File: config.mk
export PLATFORM = sky130hd
export DESIGN_NAME = whistle_seq
export DESIGN_NICKNAME = d
export VERILOG_FILES = /design/src/rtl/whistle_pkg.sv /design/src/rtl/whistle_seq.sv
export SDC_FILE = /design/constraint.sdc
export NUM_CORES = 1
export LEC_CHECK = 0
export BUFFER_PORTS_ARGS = -buffer_cell sky130_fd_sc_hd__buf_2
export CAP_MARGIN = 30
export CORE_MARGIN = 2
export CORE_UTILIZATION = 46
export CTS_BUF_LIST = sky130_fd_sc_hd__clkbuf_8
export CTS_CLUSTER_SIZE = 30
export DETAILED_ROUTE_END_ITERATION = 16
export GPL_TIMING_DRIVEN = 0
export PLACE_DENSITY = 0.64
export SETUP_SLACK_MARGIN = 0.15
export SLEW_MARGIN = 20
export SYNTH_ARGS = -nofsm -noshare
export SYNTH_HDL_FRONTEND = slang
export SYNTH_SLANG_ARGS = --single-unit
File: constraint.sdc
create_clock -name clk_slow -period 2.22 [get_ports clk_slow]
set_input_delay 0.222 -clock clk_slow [delete_from_list [all_inputs] [get_ports clk_slow]]
set_output_delay 0.222 -clock clk_slow [all_outputs]
set_load 0.01 [all_outputs]
File: src/rtl/whistle_pkg.sv
// Shared encodings for the whistle event sequencer.
package whistle_pkg;

  typedef enum logic [1:0] {
    StIdle  = 2'd0,
    StPulse = 2'd1,
    StGap   = 2'd2
  } whistle_state_e;

  localparam logic [1:0] EV_SERVE   = 2'd0;
  localparam logic [1:0] EV_POINT   = 2'd1;
  localparam logic [1:0] EV_FAULT   = 2'd2;
  localparam logic [1:0] EV_SET_END = 2'd3;

  // One full ring plus wait of the volume stage; the shortest legal blast spacing.
  localparam int unsigned VOL_STAGE_CYCLE = 404;

endpackage

File: src/rtl/whistle_seq.sv
// Whistle event sequencer: expands referee events into 1-4 start pulses spaced GAP_CYCLES apart,
// with a one-deep pending slot, busy flag and sticky overflow flag.
module whistle_seq
  import whistle_pkg::*;
#(
  parameter int unsigned GAP_CYCLES = 512,
  parameter int unsigned CTR_W      = 10
) (
  input  logic       clk_slow,
  input  logic       rst,
  input  logic       ev_valid,
  input  logic [1:0] ev_code,
  output logic       ev_ready,
  output logic       start,
  output logic       busy,
  output logic       ovf
);

  if (GAP_CYCLES < VOL_STAGE_CYCLE) begin : gen_bad_gap
    $error("GAP_CYCLES shorter than one volume stage cycle");
  end

  localparam logic [CTR_W-1:0] CtrLast = CTR_W'(GAP_CYCLES - 2);

  whistle_state_e   state_q, state_d;
  logic             pend_vld_q, pend_vld_d;
  logic [1:0]       pend_code_q, pend_code_d;
  logic [1:0]       blasts_left_q, blasts_left_d;
  logic [CTR_W-1:0] ctr_q, ctr_d;
  logic             start_q, start_d;
  logic             busy_q, busy_d;
  logic             ovf_q, ovf_d;
  logic             accept, consume;

  assign ev_ready = ~pend_vld_q;
  assign accept   = ev_valid & ~pend_vld_q;

  always_comb begin
    state_d       = state_q;
    blasts_left_d = blasts_left_q;
    ctr_d         = ctr_q;
    start_d       = 1'b0;
    consume       = 1'b0;
    case (state_q)
      StIdle: begin
        if (pend_vld_q) begin
          state_d       = StPulse;
          start_d       = 1'b1;
          blasts_left_d = pend_code_q;
          consume       = 1'b1;
        end
      end
      StPulse: begin
        ctr_d   = '0;
        state_d = StGap;
      end
      StGap: begin
        ctr_d = ctr_q + CTR_W'(1);
        // Terminal count lands the next start exactly GAP_CYCLES after the previous one.
        if (ctr_q == CtrLast) begin
          if (blasts_left_q != 2'd0) begin
            state_d       = StPulse;
            start_d       = 1'b1;
            blasts_left_d = blasts_left_q - 2'd1;
          end else begin
            state_d = StIdle;
          end
        end
      end
      default: state_d = StIdle;
    endcase

    pend_vld_d  = accept ? 1'b1 : (consume ? 1'b0 : pend_vld_q);
    pend_code_d = accept ? ev_code : pend_code_q;
    ovf_d       = ovf_q | (ev_valid & pend_vld_q);
    busy_d      = (state_d != StIdle) | pend_vld_d;
  end

  always_ff @(posedge clk_slow) begin
    if (rst) begin
      state_q       <= StIdle;
      pend_vld_q    <= 1'b0;
      pend_code_q   <= 2'd0;
      blasts_left_q <= 2'd0;
      ctr_q         <= '0;
      start_q       <= 1'b0;
      busy_q        <= 1'b0;
      ovf_q         <= 1'b0;
    end else begin
      state_q       <= state_d;
      pend_vld_q    <= pend_vld_d;
      pend_code_q   <= pend_code_d;
      blasts_left_q <= blasts_left_d;
      ctr_q         <= ctr_d;
      start_q       <= start_d;
      busy_q        <= busy_d;
      ovf_q         <= ovf_d;
    end
  end

  assign start = start_q;
  assign busy  = busy_q;
  assign ovf   = ovf_q;

endmodule

==> reports/qor.yml <==
setup_path:
  crit_fanout: 8
  startpoint: "state_q[0]"
  worstPathRequired_ns: 2.41
  start_kind: "register"
  r2r-start: "state_q[0]"
  cp-endpoint: "ctr_q[8]"
  crit_arrival_ns: 2.09
  r2r_cells: 6
  ff2ff_setup_slack_ns: 0.31
  end_kind: "register"
  r2r_end: "ctr_q[8]"
  worstSetupPathType: "register to register"
logic_synthesis:
  ys_warn_count: 0
  ys_async_sr_fraction_pct: 0
  synth_top_area_share_pct: 38.6
  yosysUniqueCellTypes: 35
  synth_top_cell_by_area: "dfxtp_1"
  synth_cells: 118
  ys_seq_area_share_pct: 38.6
  avgSynthCellArea_um2: 8.80
  synthesis.nets: 130
  synth_flop_cell: "dfxtp_1"
  ys_seq_elements: 20
  synth-edff-count: 0
  syn_area_um2: 1040
  ys_top_cells_by_area: "dfxtp_1 39%, ha_1 8.4%, xor2_1 5.9%"
clocking:
  ctsRootBufferMaster: "clkbuf_8"
  cts_buffers: 3
  cts_hold_buf: 0
  clk_pin_slew_ns: 0.08
  clk_latency_ns: 0.26
  postCtsSetupRepairBufs: 0
  ctsResizeCount: 0
  htreeDepth: 1
  clockBufferDepth: 2
  cts_sinks: 20
  cts_tree: "done"
die:
  start_util_pct: 47.9
  num_rows: 17
  dieArea_um2: 2650
  die_height_um: 51.5
  coreArea_um2: 2170
  die-width_um: 51.5
  ios: 9
sta:
  maxSlewViolCount: 0
  hold_ws_ns: 0.195
  rsz0062_at_grt: "false"
  fmax_mhz: 525
  setup-violations-final: 0
  fin_crit_sh_pct: 85.8
  slew_headroom_pct: 66.7
  fin_skew_ns: 0.00531
  hold_violations: 0
  period_minus_slack_ns: 1.91
  worst-slew-pin-transition_ns: 0.495
  tns_ns: 0
routing:
  highest_layer: "met4"
  drt_wl_total_um: 2030
  met3_length_um: 67
  post-route-drc-count: 0
  wl_per_cell_um: 12.8
  vias: 842
  routedLengthMet1_um: 1010
  vias_per_cell: 5.33
  drt_pass1_iterations: 4
  wl_met2_um: 914
  antenna_left: 0
  drtIter0Drc: 19
placed_design:
  port-buffer-count: 8
  dp_hpwl_um: 1450
  gp_congestion: 0.836
flow_run:
  maxCapViolCount: 0
power_and_ir_drop:
  irDropWorstVdd_uv: 468
  p_int_uw: 672
  power_switching_uw: 207
  pwr-share-comb_pct: 15.0
  switching_share_pct: 23.6
  power.leakage_nw: 0.458
  p_per_area_nw_per_um2: 741
  power_frac_seq_pct: 43.6
  clkPwrFrac_pct: 41.4
global_routing:
  track_usage_pct: 17.2
  antenna_found_initial: 0
  grt_pass1_vias: 773
  grt_pass1_wl_um: 3440
  grt_overflow: 0
  grt_max_degree: 13
layout:
  antennaDiodeCount: 0
  nNetsFinal: 143
  final_common_cell: "dfxtp_1"
  final_cell_mix: "20 x dfxtp_1, 13 x nor2_1, 9 x inv_1"
  area_delta_synth_final_pct: 14.1
  drive_gt1_share_pct: 14.6
min_path:
  hold_path.class: "primary input to register"
status:
  outcome: "finished, final reports clean"
-- per-stage QoR --
step / worst slack (ns) / cell area, um^2 / power, mW / std cells / utilization, %
floorplan: 0.622 / 1040 / 0.487 / 118 / -
finish: 0.314 / 1180 / 0.878 / 158 / 54.6
global route: 0.225 / 1180 / 0.915 / 158 / 54.6
global placement: 0.454 / 1110 / 0.518 / 154 / 51.3
CTS: 0.307 / 1180 / 0.883 / 158 / 54.6
detailed placement: 0.436 / 1110 / 0.521 / 154 / 51.3
-- routing by layer --
layer  GRT usage (%)  vias to the layer above
met5               0                        -
met4            7.89                        0
met3            4.02                        4
met2            25.2                        9
met1            24.0                      392
li1                -                      437
-- flip-flops by register name, summed over array words and instances, names as in the netlist --
register       cells
busy               1
blasts_left_q      2
pend_vld_q         1
start              1
pend_code_q        2
ovf                1
state_q            2
ctr_q             10
-- worst max-delay path, stage by stage (launching register included) --
cell     delay [ns]
dfxtp_1        0.39
inv_1          0.10
ha_1           0.42
and3_1         0.29
nand2_1        0.12
or3_1          0.34
a21oi_1        0.16
-- power groups by stage --
stage / sequential [mW] / clock, mW / combinational, mW
3_5_place_dp: 0.391 / 0 / 0.130
2_1_floorplan: 0.393 / 0 / 0.0938
4_1_cts: 0.383 / 0.369 / 0.131
6_report: 0.383 / 0.364 / 0.132
5_1_grt: 0.385 / 0.383 / 0.148
3_3_place_gp: 0.390 / 0 / 0.128
-- worst min-delay path by stage --
stage	start	to	slack [ns]	depth (start not counted)
floorplan	ev_valid	ovf	0.37	2
global placement	ovf	ovf	0.45	2
detailed placement	ovf	ovf	0.46	2
CTS	ev_code[1]	pend_code_q[1]	0.19	3
global route	ev_code[0]	pend_code_q[0]	0.21	3
finish	ev_code[1]	pend_code_q[1]	0.19	3
-- cell families after synthesis --
| family | Yosys count | synth area share, % |
|---|---|---|
| AOI/OAI and AO/OA | 20 | 13.4 |
| xor gates and xnor gates | 7 | 5.90 |
| adders and majority gates | 7 | 8.43 |
| buffers and inverters | 12 | 4.70 |
| DFF | 20 | 38.6 |
| muxes | 4 | 3.86 |
| and+or+nand+nor | 48 | 25.2 |
-- synth_stat cells, types with 4 or more instances --
master	n
mux2i_1	4
xor2_1	7
dfxtp_1	20
nand2_1	4
ha_1	7
o21ai_0	4
a21oi_1	6
nand4_1	4
nor3_1	4
inv_1	9
nor2_1	13
nor2b_1	5
nand3_1	4
-- area by class of cell --
cell class	instances	area, um^2
flip-flops and latches	20	400
multi-input cells	86	589
clock buffers	3	41.3
clock inverters	1	30.0
well taps	28	35.0
inverters	9	33.8
plain buffers	3	15.0
repair buffers	8	40.0
fillers	202	985
No activity file was read; power rests on OpenSTA's default activity.
